**src/rtl/wb_pkg.sv**
```systemverilog
// Shared widths, select/enable encodings and the result entry type for the writeback controller.
package wb_pkg;
    localparam int XLEN     = 32;
    localparam int REG_AW   = 5;
    localparam int NUM_REGS = 1 << REG_AW;

    localparam logic SEL_ALU   = 1'b0;
    localparam logic SEL_MDR   = 1'b1;
    localparam logic WE_ASSERT = 1'b0;

    typedef struct packed {
        logic [REG_AW-1:0] rd;
        logic [XLEN-1:0]   data;
    } wb_entry_t;
endpackage

```
**src/rtl/wb_ctrl_if.sv**
```systemverilog
// Result handshakes, register-file write port and scoreboard query signals of wb_ctrl.
interface wb_ctrl_if;
    import wb_pkg::*;

    logic              alu_valid;
    logic              alu_ready;
    logic [REG_AW-1:0] alu_rd;
    logic [XLEN-1:0]   alu_data;
    logic              ld_valid;
    logic              ld_ready;
    logic [REG_AW-1:0] ld_rd;
    logic [XLEN-1:0]   ld_data;
    logic [REG_AW-1:0] wb_rd;
    logic [XLEN-1:0]   wb_alu_data;
    logic [XLEN-1:0]   wb_mdr_data;
    logic              wb_sel;
    logic              wb_we_n;
    logic              iss_valid;
    logic [REG_AW-1:0] iss_rd;
    logic [REG_AW-1:0] q_rs1;
    logic [REG_AW-1:0] q_rs2;
    logic              haz_rs1;
    logic              haz_rs2;

    modport slave (
        input  alu_valid, alu_rd, alu_data, ld_valid, ld_rd, ld_data,
               iss_valid, iss_rd, q_rs1, q_rs2,
        output alu_ready, ld_ready, wb_rd, wb_alu_data, wb_mdr_data,
               wb_sel, wb_we_n, haz_rs1, haz_rs2
    );

    modport master (
        output alu_valid, alu_rd, alu_data, ld_valid, ld_rd, ld_data,
               iss_valid, iss_rd, q_rs1, q_rs2,
        input  alu_ready, ld_ready, wb_rd, wb_alu_data, wb_mdr_data,
               wb_sel, wb_we_n, haz_rs1, haz_rs2
    );
endinterface

```
**src/rtl/wb_skid_buf.sv**
```systemverilog
// One-entry {rd, data} holding register: load captures an entry, drain releases it.
module wb_skid_buf
    import wb_pkg::*;
(
    input  logic      clk,
    input  logic      rst_n,
    input  logic      load,
    input  logic      drain,
    input  wb_entry_t in_entry,
    output logic      valid,
    output wb_entry_t out_entry
);
    logic      valid_reg;
    wb_entry_t entry_reg;

    always_ff @(posedge clk or negedge rst_n) begin
        if (!rst_n) begin
            valid_reg <= 1'b0;
            entry_reg <= '0;
        end else if (load) begin
            valid_reg <= 1'b1;
            entry_reg <= in_entry;
        end else if (drain) begin
            valid_reg <= 1'b0;
        end
    end

    assign valid     = valid_reg;
    assign out_entry = entry_reg;
endmodule

```
**src/rtl/wb_ctrl.sv**
```systemverilog
// Writeback arbiter: skid > load > ALU, registered register-file write port.
// Optional pending-destination scoreboard enabled by defining WB_SCOREBOARD_EN.
module wb_ctrl
    import wb_pkg::*;
(
    input  logic     clk,
    input  logic     rst_n,
    wb_ctrl_if.slave bus
);
    logic              skid_valid;
    wb_entry_t         skid_entry;
    logic              skid_load;
    logic              skid_drain;
    logic              alu_fire;
    logic              ld_fire;
    logic              issue;
    logic              issue_sel;
    logic [REG_AW-1:0] issue_rd;
    logic [XLEN-1:0]   issue_data;

    logic [REG_AW-1:0] wb_rd_reg;
    logic [XLEN-1:0]   wb_alu_data_reg;
    logic [XLEN-1:0]   wb_mdr_data_reg;
    logic              wb_sel_reg;
    logic              wb_we_n_reg;

    wb_skid_buf u_skid (
        .clk       (clk),
        .rst_n     (rst_n),
        .load      (skid_load),
        .drain     (skid_drain),
        .in_entry  ({bus.alu_rd, bus.alu_data}),
        .valid     (skid_valid),
        .out_entry (skid_entry)
    );

    // Readiness depends only on the skid state, never on the valid inputs.
    assign bus.alu_ready = !skid_valid;
    assign bus.ld_ready  = !skid_valid;
    assign alu_fire      = bus.alu_valid && !skid_valid;
    assign ld_fire       = bus.ld_valid && !skid_valid;

    always_comb begin
        issue      = 1'b0;
        issue_sel  = SEL_ALU;
        issue_rd   = '0;
        issue_data = '0;
        skid_load  = 1'b0;
        skid_drain = 1'b0;
        if (skid_valid) begin
            issue      = 1'b1;
            issue_rd   = skid_entry.rd;
            issue_data = skid_entry.data;
            skid_drain = 1'b1;
        end else if (ld_fire) begin
            issue      = 1'b1;
            issue_sel  = SEL_MDR;
            issue_rd   = bus.ld_rd;
            issue_data = bus.ld_data;
            skid_load  = alu_fire;
        end else if (alu_fire) begin
            issue      = 1'b1;
            issue_rd   = bus.alu_rd;
            issue_data = bus.alu_data;
        end
    end

    // Writes to x0 still consume the slot but keep the enable deasserted.
    always_ff @(posedge clk or negedge rst_n) begin
        if (!rst_n) begin
            wb_rd_reg       <= '0;
            wb_alu_data_reg <= '0;
            wb_mdr_data_reg <= '0;
            wb_sel_reg      <= SEL_ALU;
            wb_we_n_reg     <= !WE_ASSERT;
        end else if (issue) begin
            wb_rd_reg   <= issue_rd;
            wb_sel_reg  <= issue_sel;
            wb_we_n_reg <= (issue_rd == '0) ? !WE_ASSERT : WE_ASSERT;
            if (issue_sel == SEL_MDR) begin
                wb_mdr_data_reg <= issue_data;
            end else begin
                wb_alu_data_reg <= issue_data;
            end
        end else begin
            wb_we_n_reg <= !WE_ASSERT;
        end
    end

    assign bus.wb_rd       = wb_rd_reg;
    assign bus.wb_alu_data = wb_alu_data_reg;
    assign bus.wb_mdr_data = wb_mdr_data_reg;
    assign bus.wb_sel      = wb_sel_reg;
    assign bus.wb_we_n     = wb_we_n_reg;

`ifdef WB_SCOREBOARD_EN
    logic [NUM_REGS-1:0] pending_reg;
    logic [NUM_REGS-1:0] pending_next;
    logic                write_clear;

    assign write_clear     = issue && (issue_rd != '0);
    assign pending_next[0] = 1'b0;

    // Set takes precedence over a same-edge clear of the same register.
    genvar gi;
    generate
        for (gi = 1; gi < NUM_REGS; gi++) begin : g_pend
            assign pending_next[gi] =
                (bus.iss_valid && bus.iss_rd == REG_AW'(gi)) ? 1'b1 :
                (write_clear && issue_rd == REG_AW'(gi))     ? 1'b0 :
                pending_reg[gi];
        end
    endgenerate

    always_ff @(posedge clk or negedge rst_n) begin
        if (!rst_n) begin
            pending_reg <= '0;
        end else begin
            pending_reg <= pending_next;
        end
    end

    assign bus.haz_rs1 = pending_reg[bus.q_rs1];
    assign bus.haz_rs2 = pending_reg[bus.q_rs2];
`else
    logic unused_sb;
    assign unused_sb   = ^{bus.iss_valid, bus.iss_rd, bus.q_rs1, bus.q_rs2};
    assign bus.haz_rs1 = 1'b0;
    assign bus.haz_rs2 = 1'b0;
`endif
endmodule

```
**src/flat_wrapper.sv**
```systemverilog
// flat-port wrapper written by rule: the top's interface ports become plain ports
module wb_ctrl_flat import wb_pkg::*;
  (clk, rst_n, bus_alu_valid, bus_alu_rd, bus_alu_data, bus_ld_valid, bus_ld_rd, bus_ld_data, bus_iss_valid, bus_iss_rd, bus_q_rs1, bus_q_rs2, bus_alu_ready, bus_ld_ready, bus_wb_rd, bus_wb_alu_data, bus_wb_mdr_data, bus_wb_sel, bus_wb_we_n, bus_haz_rs1, bus_haz_rs2);
  wb_ctrl_if bus_i ();
  input  logic clk;
  input  logic rst_n;
  input wire logic [$bits(bus_i.alu_valid)-1:0] bus_alu_valid;
  input wire logic [$bits(bus_i.alu_rd)-1:0] bus_alu_rd;
  input wire logic [$bits(bus_i.alu_data)-1:0] bus_alu_data;
  input wire logic [$bits(bus_i.ld_valid)-1:0] bus_ld_valid;
  input wire logic [$bits(bus_i.ld_rd)-1:0] bus_ld_rd;
  input wire logic [$bits(bus_i.ld_data)-1:0] bus_ld_data;
  input wire logic [$bits(bus_i.iss_valid)-1:0] bus_iss_valid;
  input wire logic [$bits(bus_i.iss_rd)-1:0] bus_iss_rd;
  input wire logic [$bits(bus_i.q_rs1)-1:0] bus_q_rs1;
  input wire logic [$bits(bus_i.q_rs2)-1:0] bus_q_rs2;
  output wire logic [$bits(bus_i.alu_ready)-1:0] bus_alu_ready;
  output wire logic [$bits(bus_i.ld_ready)-1:0] bus_ld_ready;
  output wire logic [$bits(bus_i.wb_rd)-1:0] bus_wb_rd;
  output wire logic [$bits(bus_i.wb_alu_data)-1:0] bus_wb_alu_data;
  output wire logic [$bits(bus_i.wb_mdr_data)-1:0] bus_wb_mdr_data;
  output wire logic [$bits(bus_i.wb_sel)-1:0] bus_wb_sel;
  output wire logic [$bits(bus_i.wb_we_n)-1:0] bus_wb_we_n;
  output wire logic [$bits(bus_i.haz_rs1)-1:0] bus_haz_rs1;
  output wire logic [$bits(bus_i.haz_rs2)-1:0] bus_haz_rs2;
  assign bus_i.alu_valid = bus_alu_valid;
  assign bus_i.alu_rd = bus_alu_rd;
  assign bus_i.alu_data = bus_alu_data;
  assign bus_i.ld_valid = bus_ld_valid;
  assign bus_i.ld_rd = bus_ld_rd;
  assign bus_i.ld_data = bus_ld_data;
  assign bus_i.iss_valid = bus_iss_valid;
  assign bus_i.iss_rd = bus_iss_rd;
  assign bus_i.q_rs1 = bus_q_rs1;
  assign bus_i.q_rs2 = bus_q_rs2;
  assign bus_alu_ready = bus_i.alu_ready;
  assign bus_ld_ready = bus_i.ld_ready;
  assign bus_wb_rd = bus_i.wb_rd;
  assign bus_wb_alu_data = bus_i.wb_alu_data;
  assign bus_wb_mdr_data = bus_i.wb_mdr_data;
  assign bus_wb_sel = bus_i.wb_sel;
  assign bus_wb_we_n = bus_i.wb_we_n;
  assign bus_haz_rs1 = bus_i.haz_rs1;
  assign bus_haz_rs2 = bus_i.haz_rs2;
  wb_ctrl u_core (.clk(clk), .rst_n(rst_n), .bus(bus_i));
endmodule
```
**config.mk**
```make
export PLATFORM = sky130hd
export DESIGN_NAME = wb_ctrl_flat
export DESIGN_NICKNAME = d
export VERILOG_FILES = /design/src/rtl/wb_pkg.sv /design/src/rtl/wb_ctrl_if.sv /design/src/rtl/wb_skid_buf.sv /design/src/rtl/wb_ctrl.sv /design/src/flat_wrapper.sv
export SDC_FILE = /design/constraint.sdc
export NUM_CORES = 1
export LEC_CHECK = 0
export BUFFER_PORTS_ARGS = -buffer_cell sky130_fd_sc_hd__buf_2
export CORE_MARGIN = 3
export CORE_UTILIZATION = 44
export DETAILED_ROUTE_END_ITERATION = 6
export PLACE_DENSITY_LB_ADDON = 0.1
export SLEW_MARGIN = 20
export SYNTH_ARGS = -nofsm -noshare
export SYNTH_HDL_FRONTEND = slang
export SYNTH_SLANG_ARGS = --single-unit
```
**constraint.sdc**
```tcl
create_clock -name clk -period 1.3 [get_ports clk]
set_input_delay 0.195 -clock clk [delete_from_list [all_inputs] [get_ports clk]]
set_output_delay 0.195 -clock clk [all_outputs]
set_load 0.1 [all_outputs]
```
==> flow_summary_export.csv <==
group,metric,value,unit
worst_setup_path,path_cells,"buf_12 > clkinv_8 > buf_8 > buf_12",
worst_setup_path,setup.worst_path.class,"reg2out",
worst_setup_path,worst-endpoint-required,1.11,ns
job,maxCapViolations,0,
cells_and_area,largest_reg_flops,37,
synth,syn_area_per_cell,13.8,µm²
power,p_sw,4.71,mW
cts,numCtsBuffers,9,
worst_setup_path,cpPeakStageDelay,0.43,ns
outcome,outcome,"finished with violations",
detailed_routing,via_per_inst,4.85,
worst_setup_path,crit_slowest_cell,"dfrtp_2",
cells_and_area,finalNetCount,585,
placement,port_buffers,150,
detailed_routing,dr.pass1.iters,4,
cells_and_area,multiInputGateArea,0.00172,mm²
detailed_routing,ant_nets,0,
global_routing,grt_use_total,17.0,%
power,p_comb_share,42.1,%
global_routing,first_global_vias,3207,
global_routing,grt-ovfl-total,0,
die,start_util,45.9,%
detailed_routing,routed_wl,9690,µm
synth,yosys_warnings,0,
die,fp.dieW,108,µm
global_routing,grt_start_max_net_pins,41,
timing,holdWs,0.0504,ns
power,p_per_area,1760,mW/mm²
detailed_routing,routedWlPerCell,15.4,µm
power,leakagePower,3.07,nW
synth,synth_seq_cells,109,
synth,synth_sequential_area_ratio,59.8,%
detailed_routing,first_iter_violations,94,
timing,fin_crit_sh,111,%
placement,gp_congestion,0.736,
cells_and_area,area_growth,34.8,%
cts,clk_pin_slew_worst_paths,0.10,ns
synth,synthTopCellsByCount,"dfrtp_1, mux2_2, nand2_1, mux2i_1, o21ai_1",
global_routing,grt_pass1_wl,15500,µm
timing,finalCriticalPeriod,1.44,ns
synth,yosysMostFrequentCell,"dfrtp_1",
cts,tritoncts,"built",
die,core_area,0.00995,mm²
cts,clk_path_buf_depth,2,
cells_and_area,antenna_cells,0,
die,die_y,108,µm
placement,placed_cell_area,0.00567,mm²
power,irDropWorstVdd,867,µV
synth,synth_area,0.00457,mm²
die,rows,36,
placement,dp_slack,-0.0814,ns
timing,final-max-slew-violation-count,0,
power,p_total,10.9,mW
worst_setup_path,critical_path.max_fanout,4,
power,switching_share,43.4,%
cells_and_area,drive_above_1_share,53.3,%
worst_setup_path,path_common_cell,"buf_12",
worst_setup_path,setup.worst_path.end_class,"output pin",
cells_and_area,fill_cells,814,
power,p_int,6.15,mW
cts,htree_levels,3,
power,clkPwrFrac,18.7,%
detailed_routing,vias,3045,
detailed_routing,drcViolationCount,0,
synth,yosys.area.top_type,"dfrtp_1",
power,pwr-share-seq,39.2,%
timing,clock.fmax,695,MHz
timing,final-hold-violation-count,0,
synth,synth_ff_type,"dfrtp_1",
die,dieArea,0.0116,mm²
timing,setup_violations,73,
timing,finClkSkew,0.0152,ns
cts,cts_root_buf,"clkbuf_8",
synth,ys_top_cells_by_area,"dfrtp_1, mux2_2, mux2i_1, mux2_4, o21ai_1",
outcome,violations,"setup timing",
cells_and_area,design_area,0.00615,mm²
synth,syn_inst,332,
die,io_pins,169,
worst_setup_path,cp.arrival,1.24,ns
synth,synth-edff-count,0,
synth,yosysTopAreaCellShare,59.2,%
timing,rsz0062_at_grt,"yes",
worst_setup_path,startpoint_type,"flip-flop",
min_path,holdCritPathClass,"in2reg",
global_routing,antenna_found_initial,0,
cells_and_area,register_area,0.00273,mm²
placement,dp_hpwl,6720,µm
cts,cts.sinks,109,
timing,setup_slack,-0.139,ns
synth,ys_types,26,
synth,ys_async_sr_fraction,100,%
cts,clk_latency,0.37,ns
[repair_timing]
action	CTS	global route
resized for setup	68	11
endpoints found under the hold margin	19	0
pin swaps	0	2
buffers inserted	3	1
endpoints found under the setup margin	135	88
hold buffers	1	0
[cell families after synthesis]
family	Yosys count	share of synthesized area [%]
buffers and inverters	27	4.22
muxes	101	25.6
and+or+nand+nor	46	4.55
AOI/OAI and AO/OA	48	5.81
DFF	109	59.8
other	1	0.0821
[layout make-up]
class / count / area share, %
clock buffers: 12 / 2.36
clock inverters: 3 / 0.752
inverters: 3 / 0.386
multi-input cells: 197 / 27.9
flip-flops and latches: 109 / 44.4
well taps: 133 / 2.70
repair buffers: 171 / 21.6
[final timing paths]
path / start / end / slack, ns / depth (start not counted)
worst max register to register: u_core.u_skid.valid$_DFFE_PN0P_ / u_core.bus.wb_we_n$_DFF_PN1_ / -0.12 / 7
min in group asynchronous: rst_n / u_core.bus.wb_rd[3]$_DFFE_PN0N_ / 0.28 / 2
max in group asynchronous: rst_n / u_core.u_skid.out_entry[4]$_DFFE_PN0P_ / 0.50 / 3
worst max-delay path: u_core.u_skid.valid$_DFFE_PN0P_ / bus_ld_ready / -0.14 / 4
worst min-delay path: bus_ld_data[24] / u_core.bus.wb_mdr_data[24]$_DFFE_PN0P_ / 0.05 / 2
worst min register to register: u_core.u_skid.out_entry[15]$_DFFE_PN0P_ / u_core.bus.wb_alu_data[15]$_DFFE_PN0P_ / 0.48 / 2
[layout by cell type, fill, tap and decap left out, types with 2 or more instances in the layout]
| master | count |
|---|---|
| conb_1 | 2 |
| a21o_1 | 4 |
| clkbuf_1 | 2 |
| nand2_1 | 36 |
| o21ai_0 | 4 |
| clkbuf_8 | 10 |
| nand3b_1 | 4 |
| a21oi_1 | 5 |
| dfrtp_1 | 107 |
| buf_6 | 3 |
| a2bb2oi_2 | 3 |
| o21ai_1 | 30 |
| mux2_4 | 22 |
| mux2i_1 | 32 |
| inv_1 | 2 |
| buf_2 | 76 |
| buf_4 | 73 |
| buf_12 | 17 |
| mux2_2 | 47 |
[worst max-delay path: cells and delay by family (launching register included)]
| family | cells | cell delay, ns |
|---|---|---|
| buf+inv | 4 | 0.45 |
| flops | 1 | 0.43 |
[stage by stage]
step / util, % / TNS, ns / cells
after floorplan: - / -5.67 / 333
after global placement: 57.0 / -2.92 / 608
after CTS: 61.0 / -0.241 / 627
final: 61.8 / -2.09 / 628
after global routing: 61.8 / -5.22 / 628
after detailed placement: 57.0 / -4.41 / 608
[power by group through the flow]
stage          Combinational (mW)  Sequential (mW)  Clock, mW
4_1_cts                      4.56             4.26       2.11
3_5_place_dp                 4.35             4.30          0
5_1_grt                      4.75             4.33       2.21
2_1_floorplan               0.874             6.79          0
3_3_place_gp                 4.30             4.27          0
6_report                     4.57             4.26       2.04
[routing by layer]
layer  GRT usage (%)  up-vias  wire [µm]
li1                -     1464          -
met1            21.8     1484       4170
met2            27.6       76       4800
met3            3.36       21        478
met4            8.21        0        243
met5               0        -          0
No activity file was read; power rests on OpenSTA's default activity.
